`config.mk`:
```
export PLATFORM = sky130hd
export DESIGN_NAME = unidade_despacho_param_flat
export DESIGN_NICKNAME = d
export VERILOG_FILES = /design/src/rtl/despacho_pkg.sv /design/src/rtl/unidade_despacho_param_if.sv /design/src/rtl/despacho_alloc.sv /design/src/rtl/unidade_despacho_param.sv /design/src/flat_wrapper.sv
export SDC_FILE = /design/constraint.sdc
export NUM_CORES = 1
export LEC_CHECK = 0
export CAP_MARGIN = 20
export CORE_ASPECT_RATIO = 0.9
export CORE_MARGIN = 2
export CORE_UTILIZATION = 46
export DETAILED_ROUTE_END_ITERATION = 10
export PLACE_DENSITY = 0.86
export SLEW_MARGIN = 5
export SYNTH_ARGS = -nofsm -noshare
export SYNTH_HDL_FRONTEND = slang
export SYNTH_SLANG_ARGS = --single-unit
```
`constraint.sdc`:
```
create_clock -name Clock -period 3.1 [get_ports Clock]
set_input_delay 0.93 -clock Clock [delete_from_list [all_inputs] [get_ports Clock]]
set_output_delay 0.93 -clock Clock [all_outputs]
set_load 0.01 [all_outputs]
```
`src/rtl/despacho_pkg.sv`:
```
// -----------------------------------------------------------------------------
// despacho_pkg
// Shared constants for the Tomasulo dispatch stage: instruction field layout,
// opcode encodings, the "register free" tag value and the stall FSM states.
// Imported by the dispatch interface, the station picker and the top level.
// -----------------------------------------------------------------------------
package despacho_pkg;

  localparam int unsigned OP_W  = 3;
  localparam int unsigned REG_W = 3;

  // Instruction word: [15:13] opcode, [12:10] Ri, [9:7] Rj, [6:4] Rk, [3:0] unused
  localparam int unsigned OP_LSB = 13;
  localparam int unsigned RI_LSB = 10;
  localparam int unsigned RJ_LSB = 7;
  localparam int unsigned RK_LSB = 4;

  localparam logic [OP_W-1:0] OP_NOP = 3'b000;
  localparam logic [OP_W-1:0] OP_ADD = 3'b001;
  localparam logic [OP_W-1:0] OP_SUB = 3'b010;
  localparam logic [OP_W-1:0] OP_MUL = 3'b011;
  localparam logic [OP_W-1:0] OP_DIV = 3'b100;

  // Qi value meaning "no producer pending"; station k owns tag k+1
  localparam int unsigned TAG_FREE = 0;

  typedef enum logic {
    ST_ISSUE = 1'b0,
    ST_STALL = 1'b1
  } state_t;

endpackage

```
`src/rtl/unidade_despacho_param_if.sv`:
```
// -----------------------------------------------------------------------------
// unidade_despacho_param_if
// Bundle between the dispatch stage and its environment.
//   Queue side     : Instr_valid, Instrucao_Despachada -> ; <- Pop
//   Register table : Rs_Qi, Rs_Qi_data -> ; <- R_enable/target/res_station
//   Stations       : Busy -> ; <- Enable_VQ, Ufop, Vj, Vk, Qj, Qk
//   CDB            : Cdb_valid, Cdb_tag, Cdb_data ->
//   Status         : <- Stalled, Stall_cycles
// modport master = dispatch unit, modport slave = environment.
// -----------------------------------------------------------------------------
interface unidade_despacho_param_if
  import despacho_pkg::*;
#(
  parameter int unsigned N_RS   = 2,
  parameter int unsigned N_REG  = 8,
  parameter int unsigned DATA_W = 16,
  parameter int unsigned TAG_W  = 3
);
  logic                    Instr_valid;
  logic [15:0]             Instrucao_Despachada;
  logic [N_REG*TAG_W-1:0]  Rs_Qi;
  logic [N_REG*DATA_W-1:0] Rs_Qi_data;
  logic [N_RS-1:0]         Busy;
  logic                    Cdb_valid;
  logic [TAG_W-1:0]        Cdb_tag;
  logic [DATA_W-1:0]       Cdb_data;

  logic                    Pop;
  logic [N_RS-1:0]         Enable_VQ;
  logic [OP_W-1:0]         Ufop;
  logic [DATA_W-1:0]       Vj;
  logic [DATA_W-1:0]       Vk;
  logic [TAG_W-1:0]        Qj;
  logic [TAG_W-1:0]        Qk;
  logic                    R_enable_despacho;
  logic [REG_W-1:0]        R_target_despacho;
  logic [TAG_W-1:0]        R_res_station_despacho;
  logic                    Stalled;
  logic [15:0]             Stall_cycles;

  modport master (
    input  Instr_valid, Instrucao_Despachada, Rs_Qi, Rs_Qi_data, Busy,
           Cdb_valid, Cdb_tag, Cdb_data,
    output Pop, Enable_VQ, Ufop, Vj, Vk, Qj, Qk, R_enable_despacho,
           R_target_despacho, R_res_station_despacho, Stalled, Stall_cycles
  );

  modport slave (
    output Instr_valid, Instrucao_Despachada, Rs_Qi, Rs_Qi_data, Busy,
           Cdb_valid, Cdb_tag, Cdb_data,
    input  Pop, Enable_VQ, Ufop, Vj, Vk, Qj, Qk, R_enable_despacho,
           R_target_despacho, R_res_station_despacho, Stalled, Stall_cycles
  );

endinterface

```
`src/rtl/despacho_alloc.sv`:
```
// -----------------------------------------------------------------------------
// despacho_alloc
// Combinational free-station picker. A station is available when neither busy
// nor masked. ALLOC_MODE 0: lowest available index. ALLOC_MODE 1: round-robin,
// searching from ptr_i+1 upwards with wrap-around.
//   busy_i, mask_i : per-station flags
//   ptr_i          : index of the last granted station
//   grant_o        : one-hot grant, found_o: any grant, idx_o: granted index
// -----------------------------------------------------------------------------
module despacho_alloc #(
  parameter int unsigned N_RS       = 2,
  parameter int unsigned ALLOC_MODE = 0,
  parameter int unsigned PTR_W      = (N_RS > 1) ? $clog2(N_RS) : 1
) (
  input  logic [N_RS-1:0]  busy_i,
  input  logic [N_RS-1:0]  mask_i,
  input  logic [PTR_W-1:0] ptr_i,
  output logic [N_RS-1:0]  grant_o,
  output logic             found_o,
  output logic [PTR_W-1:0] idx_o
);
  logic [N_RS-1:0] avail;
  logic [31:0]     cand;

  assign avail = ~busy_i & ~mask_i;

  // Walk candidates in priority order; the first available one wins.
  always_comb begin
    grant_o = '0;
    found_o = 1'b0;
    idx_o   = '0;
    cand    = '0;
    for (int unsigned off = 0; off < N_RS; off++) begin
      cand = (ALLOC_MODE == 1) ? (32'(ptr_i) + off + 32'd1) % N_RS : off;
      for (int unsigned k = 0; k < N_RS; k++) begin
        if (!found_o && k == cand && avail[k]) begin
          found_o    = 1'b1;
          grant_o[k] = 1'b1;
          idx_o      = PTR_W'(k);
        end
      end
    end
  end

endmodule

```
`src/rtl/unidade_despacho_param.sv`:
```
// -----------------------------------------------------------------------------
// unidade_despacho_param
// Tomasulo issue stage: takes the queue head, resolves Vj/Vk/Qj/Qk from the
// register-status table (with rename bypass and CDB forwarding), allocates a
// reservation station and posts the rename. Stalls while no station is free.
//   Clock, Reset_n : clock, asynchronous active-low reset
//   bus            : unidade_despacho_param_if.master (see interface header)
// All outputs are registered (1-cycle latency).
// -----------------------------------------------------------------------------
module unidade_despacho_param
  import despacho_pkg::*;
#(
  parameter int unsigned       N_RS       = 2,
  parameter int unsigned       N_REG      = 8,
  parameter int unsigned       DATA_W     = 16,
  parameter int unsigned       TAG_W      = 3,
  parameter int unsigned       ALLOC_MODE = 0,
  parameter logic [DATA_W-1:0] SEM_VALOR  = DATA_W'(16'hFFF0)
) (
  input logic Clock,
  input logic Reset_n,
  unidade_despacho_param_if.master bus
);
  localparam int unsigned PTR_W = (N_RS > 1) ? $clog2(N_RS) : 1;

  state_t            state_q;
  logic              pop_q, ren_q, stalled_q;
  logic [N_RS-1:0]   en_q;
  logic [OP_W-1:0]   ufop_q;
  logic [DATA_W-1:0] vj_q, vk_q;
  logic [TAG_W-1:0]  qj_q, qk_q, rtag_q;
  logic [REG_W-1:0]  rtgt_q;
  logic [15:0]       stall_cnt_q;
  logic [PTR_W-1:0]  rr_ptr_q;

  logic [OP_W-1:0]   op;
  logic [REG_W-1:0]  ri, rj, rk;
  logic              unused_low_bits;

  assign op = bus.Instrucao_Despachada[OP_LSB +: OP_W];
  assign ri = bus.Instrucao_Despachada[RI_LSB +: REG_W];
  assign rj = bus.Instrucao_Despachada[RJ_LSB +: REG_W];
  assign rk = bus.Instrucao_Despachada[RK_LSB +: REG_W];
  assign unused_low_bits = ^bus.Instrucao_Despachada[RK_LSB-1:0];

  logic [TAG_W-1:0]  qi_a [N_REG];
  logic [DATA_W-1:0] dt_a [N_REG];

  for (genvar g = 0; g < N_REG; g++) begin : g_unpack
    assign qi_a[g] = bus.Rs_Qi[g*TAG_W +: TAG_W];
    assign dt_a[g] = bus.Rs_Qi_data[g*DATA_W +: DATA_W];
  end

  // Returns {V, Q} for an operand whose producer tag is t.
  function automatic logic [DATA_W+TAG_W-1:0] resolve(
    input logic [TAG_W-1:0]  t,
    input logic [DATA_W-1:0] reg_data,
    input logic              cdb_v,
    input logic [TAG_W-1:0]  cdb_t,
    input logic [DATA_W-1:0] cdb_d
  );
    if (t == TAG_W'(TAG_FREE)) return {reg_data, {TAG_W{1'b0}}};
    if (cdb_v && cdb_t == t)   return {cdb_d, {TAG_W{1'b0}}};
    return {SEM_VALOR, t};
  endfunction

  // The rename registered last cycle is not yet in Rs_Qi; the registered
  // rename outputs double as the bypass entry.
  logic [TAG_W-1:0]        tag_j, tag_k;
  logic [DATA_W+TAG_W-1:0] opnd_j_d, opnd_k_d;

  assign tag_j = (ren_q && rtgt_q == rj) ? rtag_q : qi_a[rj];
  assign tag_k = (ren_q && rtgt_q == rk) ? rtag_q : qi_a[rk];
  assign opnd_j_d = resolve(tag_j, dt_a[rj], bus.Cdb_valid, bus.Cdb_tag, bus.Cdb_data);
  assign opnd_k_d = resolve(tag_k, dt_a[rk], bus.Cdb_valid, bus.Cdb_tag, bus.Cdb_data);

  logic [N_RS-1:0]  grant;
  logic             found;
  logic [PTR_W-1:0] grant_idx;

  // Last cycle's grant (en_q) masks its station until its Busy shows up.
  despacho_alloc #(
    .N_RS      (N_RS),
    .ALLOC_MODE(ALLOC_MODE),
    .PTR_W     (PTR_W)
  ) u_alloc (
    .busy_i (bus.Busy),
    .mask_i (en_q),
    .ptr_i  (rr_ptr_q),
    .grant_o(grant),
    .found_o(found),
    .idx_o  (grant_idx)
  );

  always_ff @(posedge Clock or negedge Reset_n) begin
    if (!Reset_n) begin
      state_q     <= ST_ISSUE;
      pop_q       <= 1'b0;
      en_q        <= '0;
      ufop_q      <= '0;
      vj_q        <= SEM_VALOR;
      vk_q        <= SEM_VALOR;
      qj_q        <= '0;
      qk_q        <= '0;
      ren_q       <= 1'b0;
      rtgt_q      <= '0;
      rtag_q      <= '0;
      stalled_q   <= 1'b0;
      stall_cnt_q <= '0;
      rr_ptr_q    <= PTR_W'(N_RS - 1);
    end else begin
      pop_q <= 1'b0;
      en_q  <= '0;
      ren_q <= 1'b0;
      if (state_q == ST_STALL && stall_cnt_q != '1) begin
        stall_cnt_q <= stall_cnt_q + 16'd1;
      end
      // ISSUE and STALL share the issue path; they differ only in counting.
      if (bus.Instr_valid && op != OP_NOP && !found) begin
        state_q   <= ST_STALL;
        stalled_q <= 1'b1;
      end else begin
        state_q   <= ST_ISSUE;
        stalled_q <= 1'b0;
        if (bus.Instr_valid && op == OP_NOP) begin
          pop_q <= 1'b1;
        end else if (bus.Instr_valid) begin
          pop_q    <= 1'b1;
          en_q     <= grant;
          ufop_q   <= op;
          vj_q     <= opnd_j_d[TAG_W +: DATA_W];
          qj_q     <= opnd_j_d[TAG_W-1:0];
          vk_q     <= opnd_k_d[TAG_W +: DATA_W];
          qk_q     <= opnd_k_d[TAG_W-1:0];
          ren_q    <= 1'b1;
          rtgt_q   <= ri;
          rtag_q   <= TAG_W'(grant_idx) + TAG_W'(1);
          rr_ptr_q <= grant_idx;
        end
      end
    end
  end

  assign bus.Pop                    = pop_q;
  assign bus.Enable_VQ              = en_q;
  assign bus.Ufop                   = ufop_q;
  assign bus.Vj                     = vj_q;
  assign bus.Vk                     = vk_q;
  assign bus.Qj                     = qj_q;
  assign bus.Qk                     = qk_q;
  assign bus.R_enable_despacho      = ren_q;
  assign bus.R_target_despacho      = rtgt_q;
  assign bus.R_res_station_despacho = rtag_q;
  assign bus.Stalled                = stalled_q;
  assign bus.Stall_cycles           = stall_cnt_q;

endmodule

```
`src/flat_wrapper.sv`:
```
// flat-port wrapper written by rule: the top's interface ports become plain ports
module unidade_despacho_param_flat import despacho_pkg::*;
#(
  parameter int unsigned       N_RS       = 2,
  parameter int unsigned       N_REG      = 8,
  parameter int unsigned       DATA_W     = 16,
  parameter int unsigned       TAG_W      = 3,
  parameter int unsigned       ALLOC_MODE = 0,
  parameter logic [DATA_W-1:0] SEM_VALOR  = DATA_W'(16'hFFF0)
)
  (Clock, Reset_n, bus_Instr_valid, bus_Instrucao_Despachada, bus_Rs_Qi, bus_Rs_Qi_data, bus_Busy, bus_Cdb_valid, bus_Cdb_tag, bus_Cdb_data, bus_Pop, bus_Enable_VQ, bus_Ufop, bus_Vj, bus_Vk, bus_Qj, bus_Qk, bus_R_enable_despacho, bus_R_target_despacho, bus_R_res_station_despacho, bus_Stalled, bus_Stall_cycles);
  unidade_despacho_param_if #(.N_RS(N_RS), .N_REG(N_REG), .DATA_W(DATA_W), .TAG_W(TAG_W)) bus_i ();
  input logic Clock;
  input logic Reset_n;
  input wire logic [$bits(bus_i.Instr_valid)-1:0] bus_Instr_valid;
  input wire logic [$bits(bus_i.Instrucao_Despachada)-1:0] bus_Instrucao_Despachada;
  input wire logic [$bits(bus_i.Rs_Qi)-1:0] bus_Rs_Qi;
  input wire logic [$bits(bus_i.Rs_Qi_data)-1:0] bus_Rs_Qi_data;
  input wire logic [$bits(bus_i.Busy)-1:0] bus_Busy;
  input wire logic [$bits(bus_i.Cdb_valid)-1:0] bus_Cdb_valid;
  input wire logic [$bits(bus_i.Cdb_tag)-1:0] bus_Cdb_tag;
  input wire logic [$bits(bus_i.Cdb_data)-1:0] bus_Cdb_data;
  output wire logic [$bits(bus_i.Pop)-1:0] bus_Pop;
  output wire logic [$bits(bus_i.Enable_VQ)-1:0] bus_Enable_VQ;
  output wire logic [$bits(bus_i.Ufop)-1:0] bus_Ufop;
  output wire logic [$bits(bus_i.Vj)-1:0] bus_Vj;
  output wire logic [$bits(bus_i.Vk)-1:0] bus_Vk;
  output wire logic [$bits(bus_i.Qj)-1:0] bus_Qj;
  output wire logic [$bits(bus_i.Qk)-1:0] bus_Qk;
  output wire logic [$bits(bus_i.R_enable_despacho)-1:0] bus_R_enable_despacho;
  output wire logic [$bits(bus_i.R_target_despacho)-1:0] bus_R_target_despacho;
  output wire logic [$bits(bus_i.R_res_station_despacho)-1:0] bus_R_res_station_despacho;
  output wire logic [$bits(bus_i.Stalled)-1:0] bus_Stalled;
  output wire logic [$bits(bus_i.Stall_cycles)-1:0] bus_Stall_cycles;
  assign bus_i.Instr_valid = bus_Instr_valid;
  assign bus_i.Instrucao_Despachada = bus_Instrucao_Despachada;
  assign bus_i.Rs_Qi = bus_Rs_Qi;
  assign bus_i.Rs_Qi_data = bus_Rs_Qi_data;
  assign bus_i.Busy = bus_Busy;
  assign bus_i.Cdb_valid = bus_Cdb_valid;
  assign bus_i.Cdb_tag = bus_Cdb_tag;
  assign bus_i.Cdb_data = bus_Cdb_data;
  assign bus_Pop = bus_i.Pop;
  assign bus_Enable_VQ = bus_i.Enable_VQ;
  assign bus_Ufop = bus_i.Ufop;
  assign bus_Vj = bus_i.Vj;
  assign bus_Vk = bus_i.Vk;
  assign bus_Qj = bus_i.Qj;
  assign bus_Qk = bus_i.Qk;
  assign bus_R_enable_despacho = bus_i.R_enable_despacho;
  assign bus_R_target_despacho = bus_i.R_target_despacho;
  assign bus_R_res_station_despacho = bus_i.R_res_station_despacho;
  assign bus_Stalled = bus_i.Stalled;
  assign bus_Stall_cycles = bus_i.Stall_cycles;
  unidade_despacho_param #(.N_RS(N_RS), .N_REG(N_REG), .DATA_W(DATA_W), .TAG_W(TAG_W), .ALLOC_MODE(ALLOC_MODE), .SEM_VALOR(SEM_VALOR)) u_core (.Clock(Clock), .Reset_n(Reset_n), .bus(bus_i));
endmodule
```
; After elaboration in Yosys (flattened, before gate mapping)
; Cells that the tools add are included.
[totals]
elab_cells = 84
ff_bits = 68
output_inout_bits = 68
[classes]
n_eq_ne = 5
n_bitwise = 7
muxes = 40
order_cmp = 2
add_sub_neg = 2
n_reduce_logical = 16
[op_table]
columns = op, n
row1 = 2-to-1 mux 19 bit, 8
row2 = binary-select mux 16 bit (select 3 bit), 2
row3 = 2-to-1 mux 16 bit, 4
row4 = binary-select mux 3 bit (select 3 bit), 2
row5 = 2-to-1 mux 3 bit, 6
row6 = adder 16 x 1 -> 16 bit (second input constant), 1
row7 = inequality test 16 bit (second input constant), 1
row8 = 2-to-1 mux 1 bit, 15
row9 = == test 3 bit, 4
row10 = logical AND 1 bit, 9
row11 = logical NOT 3 bit, 3
row12 = >= comparator 4 bit (second input constant), 2
row13 = NOT 3 -> 4 bit, 2
row14 = 2-to-1 mux 2 bit, 3
row15 = NOT 2 bit, 2
row16 = AND reduction 3 bit, 1
row17 = nonzero test 3 bit, 1
row18 = adder 1 x 1 -> 2 bit (second input constant), 1
row19 = bitwise AND 2 bit, 1
row20 = logical NOT 1 bit, 2
row21 = NOT 1 bit, 2

; Longest topological paths before layout
; Gate-level depths: netlist (run 1).
[logic_depth]
word_depth = 11
depth_mapped = 9
ltp_nobuf = 7

; By module
; A second synthesis (run 1) with hierarchy kept.
[hier_totals]
cells_unflattened = 478
area_unflattened_um2 = 5672.9
[modules_own_cells]
columns = module, area_per_inst_um2, n_inst, seq_area_each_um2, cells_per_inst
row1 = unidade_despacho_param, 5642.9, 1, 1732.9, 474
row2 = despacho_alloc, 30.0, 1, 0.0, 4

; Least setup slack after synthesis (run 1)
; No wires, ideal clock.
[synth_timing]
path_kind = in2reg
from = in bus_Instrucao_Despachada[7]
to = reg u_core.vj_q[7], in the netlist u_core.bus.Vj[7]
setup_time_ps = 95
cell_stages = 8
arrival_time_ps = 2601
n_path_buf = 2
slack_ps = 404
required_time_ps = 3005
path_cell_list = buf_6 -> mux4_2 -> mux2_2 -> nor4_4 -> buf_6 -> o21ai_0 -> mux2i_1 -> a31oi_1
[synth_via]
elab_chain_cells = 11
word_cells_on_any_way = 20
[synth_rtl]
columns = element, line
row1 = start: declaration, flat_wrapper.sv:16  ; input wire logic [$bits(bus_i.Instrucao_Despachada)-1:0] bus_Instrucao_Despachada;
row2 = NOT 3 -> 4 bit (implied by the code), "unidade_despacho_param.sv:72, unidade_despacho_param.sv:74"
row3 = binary-select mux 3 bit (select 3 bit), unidade_despacho_param.sv:72  ; assign tag_j = (ren_q && rtgt_q == rj) ? rtag_q : qi_a[rj];
row4 = 2-to-1 mux 3 bit (implied by the code) (2 in a row), unidade_despacho_param.sv:72
row5 = 2-to-1 mux 3 bit, unidade_despacho_param.sv:72
row6 = == test 3 bit, unidade_despacho_param.sv:63  ; if (cdb_v && cdb_t == t) return {cdb_d, {TAG_W{1'b0}}};
row7 = logical AND 1 bit, unidade_despacho_param.sv:63
row8 = 2-to-1 mux 1 bit (2 in a row), unidade_despacho_param.sv:63
row9 = 2-to-1 mux 19 bit, unidade_despacho_param.sv:64  ; return {SEM_VALOR, t};
row10 = 2-to-1 mux 19 bit *, unidade_despacho_param.sv:63
row11 = end signal: assignment, unidade_despacho_param.sv:131  ; vj_q <= opnd_j_d[TAG_W +: DATA_W];
row12 = end: declaration, unidade_despacho_param.sv:30  ; logic [DATA_W-1:0] vj_q, vk_q;
; Mark *: on every way between the ends. The rest lies on a longest branch, timed or not. The select of a mux whose other input is x is not followed.
; A chain may end at the register's enable or synchronous reset.

; Final worst setup path (run 1)
[layout_timing]
from = in bus_Rs_Qi[4]
to = reg u_core.vj_q[4], in the netlist u_core.bus.Vj[4]
[layout_via]
elab_chain_cells = 10
word_cells_on_any_way = 13
[layout_rtl]
columns = element, line
row1 = start: declaration, flat_wrapper.sv:17  ; input wire logic [$bits(bus_i.Rs_Qi)-1:0] bus_Rs_Qi;
row2 = binary-select mux 3 bit (select 3 bit) *, unidade_despacho_param.sv:72
row3 = 2-to-1 mux 3 bit (implied by the code) * (2 in a row), unidade_despacho_param.sv:72
row4 = 2-to-1 mux 3 bit *, unidade_despacho_param.sv:72
row5 = == test 3 bit, unidade_despacho_param.sv:63
row6 = logical AND 1 bit, unidade_despacho_param.sv:63
row7 = 2-to-1 mux 1 bit (2 in a row), unidade_despacho_param.sv:63
row8 = 2-to-1 mux 19 bit, unidade_despacho_param.sv:64
row9 = 2-to-1 mux 19 bit *, unidade_despacho_param.sv:63
; Marked as above.

==> metrics.csv, run 1 <==
metric;value;unit
Design Power;3.64;mW
Synth top area share;28.8;%
RSZ-0062 raised after global routing;false;
crit path cell chain;clkdlybuf4s50_1, mux4_1, mux2_4, buf_4, nor4_4, buf_4, buf_12, o21ai_0, mux2i_1, a31oi_1;
antenna cell count;0;
Worst Setup Path Type;primary input to register;
Synth Register Bits;67;
worst skew pair latency;320;ps
Hold Crit Class;register to register;
Placer Congestion;0.909;
Yosys Warn Count;0;
CP most frequent cell;buf_4;
cts hold-fix bufs;0;
area delta synth->final;55.1;%
CTS tree;yes;
Place WS;-234;ps
Final min period;2940;ps
CTS Sinks;67;
post-CTS setup buffer count;0;
post-DP HPWL;14900;um
top cells by area, synth;mux4_2, dfrtp_1, dfstp_2;
CP Max Fanout;10;
Final Skew;7.19;ps
slew at the pin closest to its max-slew limit;658;ps
fin nets;925;
Synth Flop Type;dfrtp_1;
metal3 WL;1400;um
top-count cell post-synth;mux4_2;
Die Y;110;um
asr flop ratio synth;100;%
Crit-path slowest cell;mux4_1;
arrival time worst endpoint;3160;ps
CORE AREA;12200;um2
grt total ovfl;0;
highest metal used;met4;
DIE AREA;13500;um2
Post-synth EDFFs;0;
Commonest cells post-synth;mux4_2, mux2i_1, dfrtp_1;
max-slew violations;0;
initial antenna violation count;0;
fin area;8970;um2
Max Cap Viol;0;
global-route wire length before repair;28800;um
DRC errors left;0;
Max clock buf depth;2;
max incr delay on CP;530;ps
hold slack;473;ps
post-synthesis sequential area ratio;29.5;%
Layout fillers;838;
Synth Cell Area;5780;um2
input/output buffers;255;
pin count of the biggest net entering global routing;48;
worst path required time;3330;ps
Post-Syn Instances;466;
IO Count;261;
count of different cell masters after synthesis;53;
DP Area;8660;um2
final setup fails;0;
Max Fclk;0.340;GHz
Starting Density;47.5;%
Slew headroom;56.1;%
Crit. End Element;register;
Avg Inst Size Synth;12.4;um2
met2 routed WL;9770;um
period utilization;94.8;%
CP Launch Type;primary input;
chip width;122;um
Routed Antenna Nets;0;
via/cell ratio;6.04;
CTS buffer count;9;
clk slew on worst S/H paths;60;ps
WL met1;7200;um
Syn Nets;660;
Hold Fails Final Rpt;0;
status;complete, no violations;
setup ws final;162;ps
first-pass iteration count of the detailed router;5;
vias;5416;
1st-iter DRT viols;388;
Cell Rows;38;
global router's overall resource usage;27.8;%
share of layout cells above drive strength 1;24.3;%
Peak VDD IR;320;uV
P_leak;3.55;nW
pwr dens;406;nW/um2
DR WL/cell;21.2;um
H-tree levels;3;
routed wire length;19000;um
number of global-route vias before repair;5820;
Root Buffer;clkbuf_16;
top cell type by total area after synthesis;mux4_2;
[power by group]
part	internal, mW	leakage [nW]	switching (mW)
Clock	0.634	0.145	0.359
Combinational	0.870	2.59	0.615
Sequential	1.04	0.814	0.120
Total	2.55	3.55	1.09
[kinds of logic after synthesis]
group,share of synthesized area [%]
xor gates and xnor gates,3.92
and+or+nand+nor,8.65
AOI/OAI and AO/OA,10.2
DFF,29.5
muxes,42.6
buffers and inverters,4.85
other,0.0648
adders and majority gates,0.216
[what timing repair did]
item	CTS	global route
endpoints found under the hold margin	0	0
setup endpoints to repair	0	5
resized for setup	0	2
[routing by layer]
metal | vias up | global-route usage [%]
li1 | 2404 | -
met1 | 2655 | 33.3
met2 | 293 | 48.5
met3 | 64 | 5.66
met4 | 0 | 12.5
met5 | - | 0
[area by class of cell]
cell class                 count  area, um2  area share (%)
multi-input combinational    353       3830            42.7
timing repair buffer         294       2920            32.6
sequential                    67       1710            19.0
clock buffer                  15        289            3.22
tap                          160        200            2.23
inverter                       6       22.5           0.251
clock inverter                 1       5.00          0.0558
[worst max-delay path, delay by kind of cell]
| family | cells | cell delay, ps |
|---|---|---|
| mux | 3 | 1010 |
| simple gates | 1 | 190 |
| compound gates | 2 | 140 |
| buf+inv | 4 | 890 |
[per-stage QoR]
stage	cells	util [%]	TNS, ps
floorplan	466	-	0
global placement	880	71.1	-2530
detailed placement	880	71.1	-4710
CTS	896	73.6	0
global route	896	73.7	0
finish	896	73.7	0
[layout by cell type (no fill, tap or decap), types with 2 or more instances in the layout]
cell type,n
clkdlybuf4s50_1,250
mux4_2,74
mux2i_1,58
dfrtp_1,43
nor2_1,31
buf_4,31
nand2_1,28
a31oi_1,26
dfstp_2,24
xnor2_1,19
o21ai_0,16
clkbuf_16,10
o31ai_1,8
a41o_1,8
o21ai_1,8
buf_12,8
a21oi_1,7
a41oi_1,6
and3_1,5
inv_1,5
xor2_1,5
mux2_2,5
buf_2,5
nor3_1,4
nand3_1,4
mux2i_4,4
and4_1,3
and2_1,3
nand4_1,3
clkbuf_1,3
nor2b_1,2
nor3_2,2
mux4_1,2
a22o_1,2
clkbuf_8,2
[flip-flops by register name, summed over array words and instances, names as in the netlist, 2 cells and up]
register and flops:
u_core.bus.R_res_station_despacho 2, u_core.bus.Stall_cycles 16, u_core.bus.Qk 3, u_core.bus.Enable_VQ 2
u_core.bus.Qj 3, u_core.bus.Vk 16, u_core.bus.Vj 16, u_core.bus.R_target_despacho 3
u_core.bus.Ufop 3
[final timing paths]
kind,slack [ps],cells after the start,end,from
max in group asynchronous,1750,2,u_core.bus.Vk[4]$_DFFE_PN1P_,Reset_n
max reg2reg,720,7,u_core.bus.Stall_cycles[14]$_DFFE_PN0P_,u_core.bus.Stall_cycles[0]$_DFFE_PN0P_
min in group asynchronous,640,1,u_core.bus.Stall_cycles[3]$_DFFE_PN0P_,Reset_n
max,160,10,u_core.bus.Vj[4]$_DFFE_PN1P_,bus_Rs_Qi[4]
min reg2reg,470,2,u_core.bus.Ufop[0]$_DFFE_PN0P_,u_core.bus.Ufop[0]$_DFFE_PN0P_
min,470,2,u_core.bus.Ufop[0]$_DFFE_PN0P_,u_core.bus.Ufop[0]$_DFFE_PN0P_
Power figures use the tool's default switching activity.
==> run 2: changes to the inputs <==
--- a/config.mk
+++ b/config.mk
@@ -8,9 +8,9 @@
 export CAP_MARGIN = 20
 export CORE_ASPECT_RATIO = 0.9
 export CORE_MARGIN = 2
-export CORE_UTILIZATION = 46
+export CORE_UTILIZATION = 39
 export DETAILED_ROUTE_END_ITERATION = 10
-export PLACE_DENSITY = 0.86
+export PLACE_DENSITY = 0.78
 export SLEW_MARGIN = 5
 export SYNTH_ARGS = -nofsm -noshare
 export SYNTH_HDL_FRONTEND = slang
==> constraint.sdc (replaced) <==
create_clock -name Clock -period 2.7 [get_ports Clock]
set_input_delay 0.81 -clock Clock [delete_from_list [all_inputs] [get_ports Clock]]
set_output_delay 0.81 -clock Clock [all_outputs]
set_load 0.01 [all_outputs]
==> metrics.csv, run 2 (synthesized netlist as in run 1, its figures left out) <==
metric;value;unit;change
area of the multi-input gates;3930;um2;+2.7%
global-route wire length before repair;29500;um;+2.6%
arrival time worst endpoint;2920;ps;-240 ps
post-DP HPWL;15400;um;+3.0%
fin area;9310;um2;+3.7%
Layout fillers;1120;;+34%
pin count of the biggest net entering global routing;44;;-8.3%
share of layout cells above drive strength 1;28.5;%;+4.2 points
Final Skew;5.93;ps;-1.26 ps
clk slew on worst S/H paths;60;ps;about the same
CTS Sinks;67;;unchanged
H-tree levels;3;;unchanged
Hold Fails Final Rpt;0;;unchanged
Cell Rows;42;;+11%
initial antenna violation count;0;;unchanged
DRC errors left;0;;unchanged
Worst Setup Path Type;primary input to register;;
global router's overall resource usage;23.7;%;-4.1 points
CP startpoint;bus_Rs_Qi[17];;
CP Launch Type;primary input;;
Worst Path Buf+Inv;2;;-2
Peak VDD IR;323;uV;+1.1%
period utilization;98.4;%;
CP top delay family;multiplexers;;
Root Buffer;clkbuf_16;;
hold slack;446;ps;-26.9 ps
fin util;63.7;%;-10 points
crit path cell chain;clkdlybuf4s50_1, mux4_2, mux2_4, nor4_4, buf_4, nor2_2, o31ai_1, a41o_1;;
Die Y;120;um;+8.3%
first-pass iteration count of the detailed router;5;;unchanged
input/output buffers;255;;unchanged
CTS buffer count;9;;unchanged
antenna cell count;0;;unchanged
routed wire length;19500;um;+2.7%
most common cell after layout, fill and taps aside;clkdlybuf4s50_1;;
DR WL/cell;20.6;um;-3.0%
RSZ-0062 raised after global routing;false;;
CP Max Fanout;4;;-6
1st-iter DRT viols;309;;-20%
most frequent cells in the layout;clkdlybuf4s50_1, mux4_2, mux2i_1, dfrtp_1, buf_4;;
DIE AREA;15800;um2;+17%
final setup fails;0;;unchanged
Max Fclk;0.376;GHz;
Placer Congestion;0.856;;-5.8%
CTS tree;yes;;
Setup TNS;0;ps;unchanged
max incr delay on CP;480;ps;-50 ps
worst skew pair latency;330;ps;about the same
Max Cap Viol;0;;unchanged
chip width;132;um;+8.3%
status;complete, no violations;;
P_leak;3.76;nW;+5.8%
Max clock buf depth;2;;unchanged
IO Count;261;;unchanged
Final min period;2660;ps;
worst path required time;2970;ps;-360 ps
grt total ovfl;0;;unchanged
max-slew violations;0;;unchanged
Design Power;4.34;mW;+19%
Hold Crit Class;primary input to asynchronous set/reset pin;;
fin nets;939;;+1.5%
FF/Latch Area;1710;um2;unchanged
area delta synth->final;60.9;%;
Crit. End Element;register;;
number of global-route vias before repair;5765;;-0.95%
Starting Density;39.6;%;-7.9 points
vias;5497;;+1.5%
Crit-path slowest cell;mux4_2;;
via/cell ratio;5.80;;-4.1%
pwr dens;466;nW/um2;+15%
CORE AREA;14600;um2;+20%
worst reg2reg startpoint;u_core.bus.Stall_cycles[0]$_DFFE_PN0P_;;
DP Area;8770;um2;+1.3%
Routed Antenna Nets;0;;unchanged
-- run 2: cell types whose count changed in the layout (fill, tap and decap cells not counted), sizes merged --
cell / change
clkdlybuf4s50: -10
buf: +13
clkinvlp: +3
bufinv: +1
dlymetal6s2s: +10
clkinv: +1
clkbuf: -4
-- run 2: power breakdown --
part	total, mW	switching [mW]	internal [mW]
Sequential	1.34	0.145	1.20
Clock	1.21	0.440	0.767
Combinational	1.79	0.735	1.05
Total	4.34	1.32	3.02
-- run 2: path summary, 6_finish.rpt --
| kind | cells past startpoint | endpoint | slack, ps |
|---|---|---|---|
| setup / recovery | 8 | u_core.bus.Vj[3]$_DFFE_PN0P_ | 40 |
| max in group asynchronous | 2 | u_core.bus.Vj[5]$_DFFE_PN1P_ | 1490 |
| setup reg to reg | 8 | u_core.bus.Stall_cycles[14]$_DFFE_PN0P_ | 560 |
| hold reg to reg | 2 | u_core.bus.Ufop[0]$_DFFE_PN0P_ | 480 |
| hold / removal | 1 | u_core.bus.Stalled$_DFF_PN0_ | 450 |
| min in group Clock | 2 | u_core.bus.Ufop[0]$_DFFE_PN0P_ | 480 |
-- run 2: per-layer routing --
| layer | global-route usage [%] | routed length, um | vias to the layer above |
|---|---|---|---|
| met2 | 41.6 | 9830 | 285 |
| met1 | 28.3 | 7550 | 2725 |
| met3 | 5.66 | 1450 | 57 |
| met4 | 8.94 | 697 | 0 |
| met5 | 0 | 0 | - |
| li1 | - | - | 2430 |
-- run 2: per-stage QoR --
stage	worst slack (ps)	cells
final	42.4	948
after global routing	0.770	948
after CTS	-1.09	944
after detailed placement	-416	927
after global placement	-347	927
after floorplan	124	466
-- run 2: timing repair --
action / CTS / global route
setup endpoints to repair: 27 / 36
pin swaps: 3 / 3
hold buffers: 0 / 0
setup buffers: 1 / 2
resized for setup: 9 / 30
cloned: 0 / 2
-- run 2: final cells by class --
class                      instances  area share (%)
multi-input combinational        353            42.2
timing repair buffer             308            33.1
sequential                        67            18.3
clock buffer                      10            2.69
tap                              198            2.66
clock inverter                     6           0.672
inverter                           6           0.242
